[src/rtl/pipeline_hazard_ctrl.sv]
// Stall/flush sequencer for the 5-stage pipeline: load-use, branch/jump flush,
// multi-cycle data-memory waits with a sticky bus-timeout halt and stall counter.
module pipeline_hazard_ctrl #(
    parameter int MEM_TIMEOUT = 255,
    parameter int CNT_W       = 8
) (
    input  logic        clk,
    input  logic        reset,
    input  logic        i_IDEX_MemRead,
    input  logic [4:0]  i_IDEX_RtAddr,
    input  logic [4:0]  i_IFID_RsAddr,
    input  logic [4:0]  i_IFID_RtAddr,
    input  logic        i_ID_UsesRt,
    input  logic        i_ID_Jump,
    input  logic        i_EX_BranchTaken,
    input  logic        i_EXMEM_MemAccess,
    input  logic        i_Mem_Ready,
    output logic        o_Mem_Req,
    output logic        o_PC_Write,
    output logic        o_IFID_Write,
    output logic        o_IDEX_Write,
    output logic        o_EXMEM_Write,
    output logic        o_MEMWB_Write,
    output logic        o_IFID_Flush,
    output logic        o_IDEX_Flush,
    output logic        o_EXMEM_Flush,
    output logic        o_MEMWB_Flush,
    output logic        o_Mem_Timeout,
    output logic [15:0] o_Stall_Count
);

    typedef enum logic [1:0] {
        RUN      = 2'd0,
        MEM_WAIT = 2'd1,
        HALT     = 2'd2
    } state_t;

    localparam logic [CNT_W-1:0] TIMEOUT_VAL = CNT_W'(MEM_TIMEOUT);

    state_t           r_state;
    state_t           w_next;
    logic [CNT_W-1:0] r_wait_cnt;
    logic [CNT_W-1:0] w_wait_nxt;
    logic             r_timeout;
    logic [15:0]      r_stall_cnt;

    logic w_load_use;
    logic w_hz_en;
    logic w_to_halt;

    assign w_load_use = i_IDEX_MemRead && (i_IDEX_RtAddr != 5'd0) &&
                        ((i_IDEX_RtAddr == i_IFID_RsAddr) ||
                         (i_ID_UsesRt && (i_IDEX_RtAddr == i_IFID_RtAddr)));

    always_comb begin
        w_next        = r_state;
        w_wait_nxt    = r_wait_cnt;
        w_hz_en       = 1'b0;
        w_to_halt     = 1'b0;
        o_Mem_Req     = 1'b0;
        o_PC_Write    = 1'b1;
        o_IFID_Write  = 1'b1;
        o_IDEX_Write  = 1'b1;
        o_EXMEM_Write = 1'b1;
        o_MEMWB_Write = 1'b1;
        o_IFID_Flush  = 1'b0;
        o_IDEX_Flush  = 1'b0;
        o_EXMEM_Flush = 1'b0;
        o_MEMWB_Flush = 1'b0;
        if (!reset) begin
            case (r_state)
                RUN: begin
                    o_Mem_Req = i_EXMEM_MemAccess;
                    if (i_EXMEM_MemAccess && !i_Mem_Ready) begin
                        w_next     = MEM_WAIT;
                        w_wait_nxt = CNT_W'(1);
                    end else begin
                        w_hz_en = 1'b1;
                    end
                end
                MEM_WAIT: begin
                    o_Mem_Req = i_EXMEM_MemAccess;
                    if (!i_Mem_Ready) begin
                        w_wait_nxt = r_wait_cnt + 1'b1;
                        if (r_wait_cnt == TIMEOUT_VAL) begin
                            w_next    = HALT;
                            w_to_halt = 1'b1;
                        end
                    end else begin
                        w_hz_en    = 1'b1;
                        w_next     = RUN;
                        w_wait_nxt = '0;
                    end
                end
                default: begin
                    o_PC_Write    = 1'b0;
                    o_IFID_Write  = 1'b0;
                    o_IDEX_Write  = 1'b0;
                    o_EXMEM_Write = 1'b0;
                    o_MEMWB_Write = 1'b0;
                end
            endcase
            // Frozen pipe: hazard inputs are ignored until memory releases.
            if (r_state != HALT && !w_hz_en) begin
                o_PC_Write    = 1'b0;
                o_IFID_Write  = 1'b0;
                o_IDEX_Write  = 1'b0;
                o_EXMEM_Write = 1'b0;
                o_MEMWB_Write = 1'b0;
                o_MEMWB_Flush = 1'b1;
            end
            if (w_hz_en) begin
                if (i_EX_BranchTaken) begin
                    o_IFID_Flush = 1'b1;
                    o_IDEX_Flush = 1'b1;
                end else if (w_load_use) begin
                    o_PC_Write   = 1'b0;
                    o_IFID_Write = 1'b0;
                    o_IDEX_Flush = 1'b1;
                end else if (i_ID_Jump) begin
                    o_IFID_Flush = 1'b1;
                end
            end
        end
    end

    always_ff @(posedge clk) begin
        if (reset) begin
            r_state     <= RUN;
            r_wait_cnt  <= '0;
            r_timeout   <= 1'b0;
            r_stall_cnt <= '0;
        end else begin
            r_state    <= w_next;
            r_wait_cnt <= w_wait_nxt;
            if (w_to_halt) begin
                r_timeout <= 1'b1;
            end
            if (!o_PC_Write && r_stall_cnt != 16'hFFFF) begin
                r_stall_cnt <= r_stall_cnt + 16'd1;
            end
        end
    end

    assign o_Mem_Timeout = r_timeout;
    assign o_Stall_Count = r_stall_cnt;

endmodule

[config.mk]
export PLATFORM = sky130hd
export DESIGN_NAME = pipeline_hazard_ctrl
export DESIGN_NICKNAME = d
export VERILOG_FILES = /design/src/rtl/pipeline_hazard_ctrl.sv
export SDC_FILE = /design/constraint.sdc
export NUM_CORES = 1
export LEC_CHECK = 0
export ABC_AREA = 1
export BUFFER_PORTS_ARGS = -buffer_cell sky130_fd_sc_hd__buf_4
export CORE_ASPECT_RATIO = 0.9
export CORE_MARGIN = 2
export CORE_UTILIZATION = 40
export CTS_CLUSTER_SIZE = 10
export DETAILED_ROUTE_END_ITERATION = 7
export GPL_ROUTABILITY_DRIVEN = 0
export PLACE_DENSITY_LB_ADDON = 0.05
export SYNTH_ARGS = -nofsm -noshare
export SYNTH_HDL_FRONTEND = slang
export SYNTH_SLANG_ARGS = --single-unit
[constraint.sdc]
create_clock -name clk -period 2.2 [get_ports clk]
set_input_delay 0.11 -clock clk [delete_from_list [all_inputs] [get_ports clk]]
set_output_delay 0.11 -clock clk [all_outputs]
set_load 0.005 [all_outputs]
==> flow_summary.toml, run 1 <==
[final_layout]
final_cell_mix = "nand2_1 (73), buf_4 (49), inv_1 (40)"
layout_commonest_cell = "nand2_1"
diodes = 0
seqCellArea_sq_um = 541
syn_to_final_growth_pct = 24.3
nNetsFinal = 346
drive_gt1_share_pct = 20.9
multiInputGateArea_sq_um = 1020
fill_cells = 440

[critical_path]
arrival_ns = 1.59
worstPathRequired_ns = 2.09
cp-start-kind = "flip-flop"
crit_fanout = 19
cp-end-kind = "primary output"
crit_type = "flip-flop to primary output"
r2r_cells = 7

[floorplan]
pin_count = 50
initial_core_util_pct = 42.5
die-width_um = 74.3
core_area_sq_um = 4180
die_area_sq_um = 4990
fp.dieH_um = 67.3
rows = 22

[routing]
dr.pass1.iters = 5
drt_iter0_drc = 83
vias_per_cell = 4.65
vias = 1767
detail-route-antenna-nets = 0
post_drt_wl_per_cell_um = 10.7
remaining_drc_errors = 0
wirelength_um = 4060

[clock_tree]
numCtsBuffers = 3
cts_resized = 0
cts_root_buf = "clkbuf_8"
cts_tree = "done"
insertion_delay_ns = 0.28
cts_buffer_depth = 2
clkSinkCount = 27
cts_htree_levels = 1
post-cts-setup-buffers = 0
clkSlewWorstSetupHoldPaths_ns = 0.10
hold_buffers = 0

[synthesis]
syn_area_sq_um = 1780
syn_inst = 276
synth_top_area_share_pct = 30.4
yosysTopAreaCell = "dfxtp_1"
avgSynthCellArea_sq_um = 6.44
synth-edff-count = 0
synth.area.mux_share_pct = 0
synth-xor-area-share_pct = 7.88
synthesis.nets = 301
synthArstFlopShare_pct = 0
synth_flop_cell = "dfxtp_1"
yosys_warnings = 0
ys_seq_elements = 27
synthAdderAreaFrac_pct = 1.41
synth.area.top_cells = "dfxtp_1 (30%), nand2_1 (15%), inv_1 (8.4%)"
synth.distinct_cells = 31
ys_seq_area_share_pct = 30.4
synth_top_family_by_area = "simple AND/OR/NAND/NOR gates"
yosys.area_share.simple_pct = 37.0
synth_compound_area_share_pct = 10.8

[sta]
layout_setup_ws_ns = 0.504
rsz0062_at_grt = "no"
final_hold_viol_count = 0
timing.fmax_mhz = 589
finalCriticalPeriod_ns = 1.70
finalCritPeriodShare_pct = 77.1
totalNegativeSetupSlack_ns = 0
fin_worst_skew_ns = 0.0105
finalSetupViolations = 0
report.final.slew_viol_count = 0

[global_routing]
track_usage_pct = 18.2
grt_overflow_total = 0
antenna_found_initial = 0
grt_first_pass_wirelength_um = 7220
grt_max_degree = 23
grt_pass1_vias = 1621

[run_status]
status = "finished clean"

[placed_design]
hpwl_um = 3150
io_buffers = 48
pre_cts_slack_ns = 0.494

[power_and_ir_drop]
p_leak_nw = 0.980
powerDensity_nw_per_um2 = 437
vdd_drop_max_mv = 0.297
power_mw = 0.966

[min_path]
worstHoldPathCells = 4
hold_class = "input port to flip-flop"

[job]
drv_cap = 0
## final cells by class
cell class	count	area share (%)
sequential	27	24.5
inverter	42	7.13
timing repair buffer	49	16.6
clock inverter	1	0.396
clock buffer	3	1.87
multi-input combinational	198	46.1
tap	60	3.40
## layer usage
| metal | part of all wire (%) | up-vias | global-route usage, % |
|---|---|---|---|
| met5 | 0 | - | 0 |
| met4 | 0.62 | 0 | 2.68 |
| met3 | 5.6 | 2 | 3.28 |
| met2 | 40 | 45 | 29.0 |
| met1 | 53 | 762 | 26.2 |
| li1 | - | 958 | - |
## critical path: stages (launching register included)
cell,delay [ns]
dfxtp_1,0.35
inv_2,0.06
nand2_1,0.05
a21oi_1,0.07
or2_2,0.36
nand2_4,0.21
inv_1,0.08
buf_4,0.14
## logic make-up after synthesis
kind of cell | after synthesis
compound gates | 36
xor+xnor | 16
fa+ha+maj | 2
buf+inv | 51
flops | 27
other cells | 1
simple gates | 143
## path summary, 6_finish.rpt
kind                                        from                to  slack [ns]
worst max register to register  o_Stall_Count[0]  o_Stall_Count[6]        0.50
worst min-delay path                 i_Mem_Ready     r_wait_cnt[1]        0.12
worst max-delay path                  r_state[0]      o_IFID_Write        0.50
worst min register to register     o_Mem_Timeout     o_Mem_Timeout        0.45
## stage by stage
step	instance area (sq um)	instances	hold WS [ns]	utilization, %
2_1_floorplan	1780	276	0.290	-
3_3_place_gp	2160	376	0.421	51.6
3_5_place_dp	2160	376	0.421	51.6
4_1_cts	2210	380	0.107	52.8
5_1_grt	2210	380	0.127	52.8
6_report	2210	380	0.117	52.8
## synth_stat cells (3+ instances only)
master   number
buf_4         5
xor2_1       10
nor3_1        7
nand2_1      73
inv_1        40
a21oi_1      27
nor2_1       23
nand4_1       4
or2_2         3
o21ai_0       5
nand3_1      24
dfxtp_1      27
xnor2_1       6
## flip-flops by register name, summed over array words and instances, names as in the netlist
register / count
o_Mem_Timeout: 1
o_Stall_Count: 16
r_state: 2
r_wait_cnt: 8
## report_power, final
group	switching (mW)	internal [mW]	total, mW
logic	0.0912	0.0715	0.163
clock network	0.165	0.133	0.298
registers	0.00837	0.497	0.505
Note: power is estimated with default switching activity, not from simulation.
==> inputs of run 2 (changes only) <==
Clock period 2.2 ns to 1.71 ns, I/O delays scaled along.
==> run 2 against run 1 <==
Net effect:
- total power grew 32%
- critical endpoint is now o_PC_Write
- count of clock-buffer cells in the layout is the same
- clock power grew 32%
- first-iteration DRC count shrank 3.6%
- final cell count grew 2.4%
- combinational power grew 42%
- sequential share of layout area shrank 0.99 points
- register-to-register slack lost 0.37 ns
- cell area grew 4.9%
- highest routed layer unchanged
- non-clock buffer count grew 9
==> flow_summary.toml, run 2 (synthesis gave the netlist of run 1 again) <==
[min_path]
whs_endpoint = "r_wait_cnt[1]"
hold_class = "input port to flip-flop"
worstHoldPathCells = 4
holdCritStartpoint = "i_Mem_Ready"

[clock_tree]
cts_htree_levels = 1
cts_tree = "done"
clkSlewWorstSetupHoldPaths_ns = 0.10
hold_buffers = 0
cts_buffer_depth = 2
numCtsBuffers = 3
cts_root_buf = "clkbuf_8"
clkSinkCount = 27
insertion_delay_ns = 0.28

[placed_design]
io_buffers = 48
hpwl_um = 3200
pre_cts_slack_ns = 0.156
dp.cells = 384

[sta]
report.final.slew_viol_count = 0
fin_worst_skew_ns = 0.00283
holdWs_ns = 0.0885
finalSetupViolations = 0
timing.fmax_mhz = 618
final_hold_viol_count = 0
rsz0062_at_grt = "yes"
layout_setup_ws_ns = 0.0907
finalCriticalPeriod_ns = 1.62
finalCritPeriodShare_pct = 94.7

[final_layout]
seqCellArea_sq_um = 544
fin_util_pct = 55.4
fill_cells = 435
syn_to_final_growth_pct = 30.4
largest_reg_flops = 16
diodes = 0
final_cell_mix = "nand2_1 (73), buf_4 (57), inv_1 (40)"
nNetsFinal = 355
layout_commonest_cell = "nand2_1"
instances_no_fill = 389
multiInputGateArea_sq_um = 1050
drive_gt1_share_pct = 24.6

[routing]
remaining_drc_errors = 0
post_drt_wl_per_cell_um = 10.7
drt_iter0_drc = 80
vias_per_cell = 4.63
detail-route-antenna-nets = 0
wirelength_um = 4160
vias = 1801
dr.pass1.iters = 4

[critical_path]
cp-end-kind = "primary output"
worstPathRequired_ns = 1.62
r2r_slack_ns = 0.13
cp-start-kind = "flip-flop"
crit_type = "flip-flop to primary output"
worstReg2RegEnd = "o_Stall_Count[0]"
regToRegStartpoint = "o_Stall_Count[1]"
arrival_ns = 1.53
crit_fanout = 10
r2r_cells = 7
crit_start = "r_state[0]"

[power_and_ir_drop]
p_leak_nw = 1.04
powerDensity_nw_per_um2 = 549
vdd_drop_max_mv = 0.388
power_mw = 1.27

[floorplan]
rows = 22
die-width_um = 74.3
core_area_sq_um = 4180
initial_core_util_pct = 42.5
pin_count = 50
fp.dieH_um = 67.3
die_area_sq_um = 4990

[global_routing]
grt_overflow_total = 0
track_usage_pct = 17.7
grt_first_pass_wirelength_um = 7040
grt_max_degree = 23
grt_pass1_vias = 1590
antenna_found_initial = 0

[job]
drv_cap = 0

[run_status]
status = "finished clean"
-- run 2: cell count changes in the layout (fill, tap and decap cells not counted), moves of 2 or more --
cell,delta
nand2_8,+2
dfxtp_1,-3
dfxtp_2,+3
buf_4,+8
-- run 2: critical path, cell delays in order (launching register included) --
cell and delay [ns]:
dfxtp_2 0.35, inv_2 0.05, nand2_1 0.06, a21oi_2 0.06
or2_4 0.28, nand2_8 0.12, buf_6 0.15, inv_1 0.05
buf_4 0.13
-- run 2: how the worst max path moves through the flow --
stage / to / slack (ns) / cells past startpoint
3_5_place_dp: o_Stall_Count[11] / 0.16 / 7
3_3_place_gp: o_Stall_Count[15] / 0.16 / 7
2_1_floorplan: o_Stall_Count[0] / 0.15 / 7
4_1_cts: o_PC_Write / 0.002 / 8
6_report: o_PC_Write / 0.09 / 8
5_1_grt: o_Stall_Count[0] / -0.01 / 7
-- run 2: layout make-up --
| type | count | area share (%) |
|---|---|---|
| flip-flops and latches | 27 | 23.5 |
| multi-input cells | 198 | 45.4 |
| well taps | 60 | 3.24 |
| clock inverters | 1 | 0.378 |
| clock buffers | 3 | 1.78 |
| repair buffers | 58 | 18.9 |
| inverters | 42 | 6.80 |
-- run 2: metal layers --
layer | part of all wire, % | routed length [um] | vias to the layer above | track usage, %
met4 | 0.41 | 17 | 0 | 3.79
met1 | 55 | 2310 | 789 | 25.8
met2 | 39 | 1620 | 36 | 27.5
met3 | 5.0 | 207 | 2 | 2.99
li1 | - | - | 974 | -
met5 | 0 | 0 | - | 0
-- run 2: repair_timing --
| action | 4_1_cts | 5_1_grt |
|---|---|---|
| pin swaps | 0 | 1 |
| setup endpoints to repair | 2 | 17 |
| buffers inserted | 0 | 1 |
| resized for setup | 1 | 9 |
-- run 2: per-stage QoR --
| step | instance area (sq um) | TNS [ns] |
|---|---|---|
| global placement | 2220 | 0 |
| detailed placement | 2220 | 0 |
| global route | 2320 | -0.0101 |
| finish | 2320 | 0 |
| CTS | 2270 | 0 |
| floorplan | 1780 | 0 |
-- run 2: power breakdown --
part | internal [mW] | switching, mW | leakage (nW) | total [mW]
combinational | 0.104 | 0.127 | 0.790 | 0.231
sequential | 0.640 | 0.00762 | 0.219 | 0.648
clock | 0.171 | 0.221 | 0.0261 | 0.393
==> inputs of run 3 (changes only) <==
Settings changed: PLACE_DENSITY set to 0.66, PLACE_DENSITY_LB_ADDON 0.05 to not set.
==> run 3 against run 2 <==
Net effect:
- worst setup slack better by 0.030 ns
- count of clock-buffer cells in the layout unchanged
- die area unchanged
- critical path depth unchanged
- cell area down 1.2%
- routed wire length up 0.55%
- hold slack better by 0.0099 ns
- register-to-register slack better by 0.06 ns
- maximum frequency up 1.9%
- combinational power down 3%
- total power down 1.5%
- sequential cell count unchanged
- critical endpoint is now o_IFID_Write
- largest cell class unchanged
- highest routed layer unchanged
==> flow_summary.toml, run 3 (synthesis gave the netlist of run 1 again) <==
[run_status]
status = "finished clean"

[job]
drv_cap = 0

[global_routing]
grt_first_pass_wirelength_um = 7140
grt_max_degree = 23
grt_pass1_vias = 1704
track_usage_pct = 17.9
grt_overflow_total = 0
antenna_found_initial = 0

[critical_path]
slowest_stage = "dfxtp_1"
crit_fanout = 10
arrival_ns = 1.50
regToRegStartpoint = "o_Stall_Count[1]"
cp-start-kind = "flip-flop"
critPathBufInv = 4
worstPathRequired_ns = 1.62
crit_type = "flip-flop to primary output"
cpPeakStageDelay_ns = 0.36
path_delay_family = "buffers and inverters"
crit_chain = "inv_2 > nand2_1 > a21oi_1 > or2_4 > nand2_4 > buf_4 > inv_1 > buf_4"
cp-end-kind = "primary output"
path_depth = 8
worst_path_most_repeated_cell = "buf_4"
crit_start = "r_state[0]"
r2r_cells = 7
r2r_slack_ns = 0.19

[clock_tree]
cts_htree_levels = 1
cts_buffer_depth = 2
cts_tree = "done"
numCtsBuffers = 3
cts_root_buf = "clkbuf_8"
clkSinkCount = 27
clkSlewWorstSetupHoldPaths_ns = 0.10
insertion_delay_ns = 0.28

[routing]
wirelength_um = 4180
dr.pass1.iters = 4
drt_iter0_drc = 84
vias = 1824
vias_per_cell = 4.69
detail-route-antenna-nets = 0
remaining_drc_errors = 0
post_drt_wl_per_cell_um = 10.7

[sta]
layout_setup_ws_ns = 0.120
fin_worst_skew_ns = 0.00682
timing.fmax_mhz = 629
finalCriticalPeriod_ns = 1.59
final_hold_viol_count = 0
finalSetupViolations = 0
totalNegativeSetupSlack_ns = 0
report.final.slew_viol_count = 0
holdWs_ns = 0.0984
finalCritPeriodShare_pct = 93.0
rsz0062_at_grt = "no"

[placed_design]
pre_cts_slack_ns = 0.176
io_buffers = 48
hpwl_um = 3220
place_area_sq_um = 2220

[final_layout]
diodes = 0
final_cell_mix = "nand2_1 (73), buf_4 (58), inv_1 (40)"
nNetsFinal = 355
layout_commonest_cell = "nand2_1"
syn_to_final_growth_pct = 28.8
drive_gt1_share_pct = 23.4
largest_reg_flops = 16
design_area_sq_um = 2290
fin_util_pct = 54.7

[power_and_ir_drop]
p_leak_nw = 1.03
vdd_drop_max_mv = 0.439
powerDensity_nw_per_um2 = 547

[min_path]
holdCritStartpoint = "i_Mem_Ready"
hold_class = "input port to flip-flop"
worstHoldPathCells = 4

[floorplan]
die-width_um = 74.3
rows = 22
initial_core_util_pct = 42.5
pin_count = 50
die_area_sq_um = 4990
fp.dieH_um = 67.3
core_area_sq_um = 4180
[run 3: worst paths after layout]
check | end
setup / recovery | o_IFID_Write
hold / removal | r_wait_cnt[1]
setup reg to reg | o_Stall_Count[0]
hold reg to reg | o_Mem_Timeout
[run 3: area by class of cell]
cell class / instances / area [sq um]
inverter: 42 / 158
timing repair buffer: 58 / 435
sequential: 27 / 541
clock buffer: 3 / 41.3
tap: 60 / 75.1
multi-input combinational: 198 / 1030
clock inverter: 1 / 8.76
fill: 427 / 1890
[run 3: tightest hold or removal path: stages]
cell     delay, ns
buf_4         0.09
nor2_1        0.05
nand2_1       0.05
a21oi_1       0.05
[run 3: timing repair]
item,in CTS,in global routing
pin swaps,1,0
setup buffers,1,0
gates resized for setup,0,3
cloned,0,0
hold buffers,0,0
endpoints found under the setup margin,2,17
[run 3: metal layers]
metal	GRT usage [%]	up-vias	part of all wire, %
met5	0	-	0
met4	4.02	0	0.60
met3	3.28	2	5.0
met2	32.3	39	46
met1	22.3	812	49
li1	-	971	-
[run 3: per-stage QoR]
step	total power [mW]	std cells
after global placement	0.877	384
after CTS	1.27	389
after floorplan	0.791	276
after detailed placement	0.881	384
after global routing	1.32	389
final	1.25	389
[run 3: where the power goes]
| part | total, mW | internal, mW | switching (mW) |
|---|---|---|---|
| sequential | 0.647 | 0.639 | 0.00788 |
| combinational | 0.223 | 0.100 | 0.122 |
| clock | 0.382 | 0.171 | 0.211 |
